**src/rtl/qam_demod_correlator.sv**
```systemverilog
// rtl/qam_demod_correlator.sv - 16-QAM correlating demodulator: mix with LUT carrier, integrate per symbol, slice
module qam_demod_correlator #(
    parameter int                      SAMPLES_PER_SYMBOL = 1024,
    parameter int                      ACC_W              = 42,
    parameter logic signed [ACC_W-1:0] THRESH             = 42'sd268435456
) (
    input  logic                    clk,
    input  logic                    rst,
    input  logic                    en,
    input  logic                    sym_start,
    input  logic signed [15:0]      rx_sample,
    input  logic signed [15:0]      sampled_sine,
    input  logic signed [15:0]      sampled_cosine,
    output logic [3:0]              symbol,
    output logic                    symbol_valid,
    output logic signed [ACC_W-1:0] i_acc_out,
    output logic signed [ACC_W-1:0] q_acc_out,
    output logic                    busy
);
    localparam int CNT_W = $clog2(SAMPLES_PER_SYMBOL);
    localparam logic [CNT_W-1:0] LAST_CNT = CNT_W'(SAMPLES_PER_SYMBOL - 1);

    typedef enum logic {IDLE, RUN} state_t;

    state_t                    state_q;
    logic [CNT_W-1:0]          cnt_q;
    logic                      s1_valid_q, s1_first_q, s1_last_q;
    logic signed [31:0]        pi_q, pq_q;
    logic                      s2_last_q;
    logic signed [ACC_W-1:0]   acc_i_q, acc_q_q;

    logic                      accept_d;
    logic [CNT_W-1:0]          cur_cnt_d;
    logic [CNT_W-1:0]          cnt_d;
    logic signed [31:0]        pi_d, pq_d;
    logic signed [ACC_W-1:0]   pi_ext_d, pq_ext_d;

    function automatic logic [1:0] slice(input logic signed [ACC_W-1:0] v);
        if (v >= THRESH)
            return 2'b10;
        else if (!v[ACC_W-1])
            return 2'b11;
        else if (v >= -THRESH)
            return 2'b01;
        else
            return 2'b00;
    endfunction

    // A sym_start sample always becomes sample 0: covers both IDLE entry and mid-symbol resync.
    always_comb begin
        accept_d  = en && ((state_q == RUN) || sym_start);
        cur_cnt_d = sym_start ? '0 : cnt_q;
        cnt_d     = (cur_cnt_d == LAST_CNT) ? '0 : cur_cnt_d + 1'b1;
        pi_d      = 32'(rx_sample) * 32'(sampled_cosine);
        pq_d      = 32'(rx_sample) * 32'(sampled_sine);
        pi_ext_d  = {{(ACC_W-32){pi_q[31]}}, pi_q};
        pq_ext_d  = {{(ACC_W-32){pq_q[31]}}, pq_q};
    end

    always_ff @(posedge clk) begin
        if (!rst) begin
            state_q      <= IDLE;
            cnt_q        <= '0;
            s1_valid_q   <= 1'b0;
            s1_first_q   <= 1'b0;
            s1_last_q    <= 1'b0;
            pi_q         <= '0;
            pq_q         <= '0;
            s2_last_q    <= 1'b0;
            acc_i_q      <= '0;
            acc_q_q      <= '0;
            symbol       <= '0;
            symbol_valid <= 1'b0;
            i_acc_out    <= '0;
            q_acc_out    <= '0;
        end else begin
            s1_valid_q <= accept_d;
            if (accept_d) begin
                state_q    <= RUN;
                cnt_q      <= cnt_d;
                s1_first_q <= (cur_cnt_d == '0);
                s1_last_q  <= (cur_cnt_d == LAST_CNT);
                pi_q       <= pi_d;
                pq_q       <= pq_d;
            end

            s2_last_q <= s1_valid_q && s1_last_q;
            if (s1_valid_q) begin
                acc_i_q <= s1_first_q ? pi_ext_d : acc_i_q + pi_ext_d;
                acc_q_q <= s1_first_q ? pq_ext_d : acc_q_q + pq_ext_d;
            end

            // Stage 3 reads the completed integrals before a same-edge first sample overwrites them.
            symbol_valid <= s2_last_q;
            if (s2_last_q) begin
                i_acc_out <= acc_i_q;
                q_acc_out <= acc_q_q;
                symbol    <= {slice(acc_i_q), slice(acc_q_q)};
            end
        end
    end

    assign busy = (state_q == RUN);
endmodule

```
**config.mk**
```make
export PLATFORM = sky130hd
export DESIGN_NAME = qam_demod_correlator
export DESIGN_NICKNAME = d
export VERILOG_FILES = /design/src/rtl/qam_demod_correlator.sv
export SDC_FILE = /design/constraint.sdc
export NUM_CORES = 2
export LEC_CHECK = 0
export CORE_ASPECT_RATIO = 0.9
export CORE_MARGIN = 2
export CORE_UTILIZATION = 37
export CTS_CLUSTER_DIAMETER = 50
export DETAILED_ROUTE_END_ITERATION = 8
export SETUP_SLACK_MARGIN = 0.2
export SYNTH_ARGS = -nofsm -noshare
export SYNTH_HDL_FRONTEND = slang
export SYNTH_SLANG_ARGS = --single-unit
```
**constraint.sdc**
```tcl
create_clock -name clk -period 21 [get_ports clk]
set_clock_uncertainty 0.05 [all_clocks]
set_input_delay 6.3 -clock clk [delete_from_list [all_inputs] [get_ports clk]]
set_output_delay 6.3 -clock clk [all_outputs]
set_load 0.05 [all_outputs]
```
==> impl_metrics.toml <==
[detailed_routing]
drt_wl_total_um = 86700
firstDrtPassIters = 5
drt_iter0_markers = 1430
vias_per_cell = 5.08
ant_nets = 0
vias = 25900
wl_per_cell_um = 17.0
drc_errors = 0

[cts]
cts_resized = 0
postCtsHoldBufs = 0
numCtsBuffers = 34
htree_levels = 2
cts_tree = "built"
cts_setup_buffers = 0
path_clk_slew_ns = 0.06
clk_latency_ns = 0.53
clockBufferDepth = 3
clock-root-buffer = "clkbuf_16"
clock-sinks = 252

[worst_setup_path]
crit_path_start_kind = "input pin"
critPathLaunch = "sampled_cosine[1]"
worstPathMaxFanout = 16
r2r-start = "acc_q_q[0]"
required_ns = 21.35
worst-setup-path-type = "input pin to flop"
critical_path.endpoint_type = "flop"
cp.arrival_ns = 13.34
reg2reg_slack_ns = 17.36
reg2reg_depth = 13
worstReg2RegEnd = "acc_q_q[34]"

[grt]
grt_first_pass_wirelength_um = 147000
grt_pass1_vias = 27600
grtUsageTotal = 0.194
grt_overflow_total = 0
grt_max_degree = 111
antenna_found_initial = 1

[min_path]
hold_end = "pi_q[13]"
hp-class = "flop to flop"
hold_depth = 2
hold_start = "pi_q[13]"

[floorplanning]
die_y_um = 290
die-area_um2 = 93200
ios = 142
fp.dieW_um = 322
core_um2 = 89700
row_count = 104
initial_core_util = 0.374

[logic_synthesis]
yosysSeqAreaShare = 0.150
synth_nets = 4722
ys_seq_elements = 252
ys_types = 84
syn_avg_cell_area_um2 = 8.62
synth_compound_area_frac = 0.121
synth_area_um2 = 33600
synthSimpleGateAreaFrac = 0.164
synthXorXnorAreaFrac = 0.0357
synth_fa_ha_area_frac = 0.406
synth_edf_count = 0
synth.area.mux_share = 0.0302
synth_cells = 3896
synth_ff_type = "dfxtp_1"
synth_top_family_by_area = "adder cells"
yosys_warnings = 0
synth-async-reset-ratio = 0

[finish]
fillers = 8931
final_common_cell = "inv_1"
area_delta_synth_final_pct = 10.5
final_cell_area_um2 = 37100
mostFrequentLayoutCells = "616 x inv_1, 526 x fa_1, 467 x nand2_1"
n_antenna_cell = 0
fin_cells = 5100
regArea_um2 = 5060
multi_input_area_um2 = 25500
nNetsFinal = 4739
drive_above_1_share = 0.0300

[placement]
place_hpwl_um = 65200
place_inst = 5043
place_area_um2 = 35900
port_buffers = 141
gp_congestion = 0.873

[timing]
setup_viol = 0
relSlewSlack = 0.373
worst_slew_pin_slew_ns = 0.940
max_freq_mhz = 77.0
fin_crit_sh = 0.618
fin_tns_setup_ns = 0
hold_violations = 0
fin_crit_ns = 12.99
final_max_slew_viol_count = 0
rsz0062_at_grt = "false"

[status]
run_status = "complete, no violations"

[flow_run]
max_cap_viol_count = 0
flip-flops by register name (all words and copies together) (netlist names):
| name | flops |
|---|---|
| s1_first_q | 1 |
| symbol_valid | 1 |
| busy | 1 |
| acc_q_q | 42 |
| s2_last_q | 1 |
| symbol | 4 |
| s1_valid_q | 1 |
| s1_last_q | 1 |
| cnt_q | 10 |
| pi_q | 32 |
| acc_i_q | 42 |
| q_acc_out | 42 |
| pq_q | 32 |
| i_acc_out | 42 |
routing by layer:
| layer | up-vias | part of all wire | wire, um | GRT usage |
|---|---|---|---|---|
| met5 | - | 0.00015 | 13 | 0 |
| met4 | 2 | 0.024 | 2050 | 0.0472 |
| met3 | 130 | 0.038 | 3330 | 0.0254 |
| met2 | 466 | 0.50 | 43400 | 0.349 |
| met1 | 12800 | 0.44 | 37900 | 0.248 |
| li1 | 12500 | - | - | - |
synth_stat cells (20+ instances only):
cell type	n	area, um^2
inv_1	617	2320
fa_1	526	10500
nand2_1	467	1750
and2_1	258	1610
nor2_1	253	950
dfxtp_1	252	5040
ha_1	248	3100
a21oi_1	230	1150
clkbuf_1	165	619
o21ai_0	140	701
xnor2_1	102	893
mux2i_1	99	991
a21o_1	64	480
nand3_1	35	175
xor2_1	35	307
a31oi_1	31	194
nand2b_1	30	188
a211oi_1	29	218
o211ai_1	28	210
nand4_1	24	150
nor3_1	22	110
o21bai_1	22	165
and3_1	20	125
through the flow:
stage | setup WS, ns | hold slack, ns | utilization
2_1_floorplan | 8.91 | 0.396 | -
3_3_place_gp | 7.62 | 0.414 | 0.400
3_5_place_dp | 7.48 | 0.418 | 0.400
4_1_cts | 8.04 | 0.426 | 0.414
5_1_grt | 7.68 | 0.439 | 0.414
6_report | 8.01 | 0.424 | 0.414
worst max-delay path by stage:
stage                     depth (start not counted)        to
after floorplan                                  23  pi_q[28]
after global placement                           22  pi_q[29]
after detailed placement                         22  pi_q[29]
after CTS                                        22  pi_q[29]
after global routing                             22  pi_q[28]
final                                            22  pi_q[29]
kinds of logic (layout without fill, tap and decap cells):
family / Yosys count / count (layout)
simple gates: 1173 / 1173
buf+inv: 803 / 841
fa+ha+maj: 774 / 774
compound gates: 656 / 656
flops: 252 / 252
xor+xnor: 137 / 137
mux: 101 / 101
area by class of cell:
| class | instances | share of cell area |
|---|---|---|
| clock buffers | 40 | 0.0252 |
| flip-flops and latches | 252 | 0.136 |
| multi-input cells | 2841 | 0.686 |
| inverters | 617 | 0.0626 |
| clock inverters | 17 | 0.00705 |
| well taps | 1166 | 0.0393 |
| repair buffers | 167 | 0.0432 |
critical path, stage by stage:
cell	delay, ns
clkdlybuf4s50_1	0.78
nand2_1	0.29
inv_1	0.11
fa_1	0.78
fa_1	0.51
fa_1	0.50
fa_1	0.53
fa_1	0.50
inv_1	0.05
fa_1	0.49
inv_1	0.05
ha_1	0.36
a21o_1	0.23
a21o_1	0.18
a21oi_1	0.13
nand2_1	0.07
a21o_1	0.20
a221oi_1	0.44
o21ai_1	0.20
a31oi_1	0.28
xnor2_1	0.23
o21ai_0	0.14
Power is not shown: default switching activity piles up to over one toggle a cycle in this logic, so the estimate is an artifact.
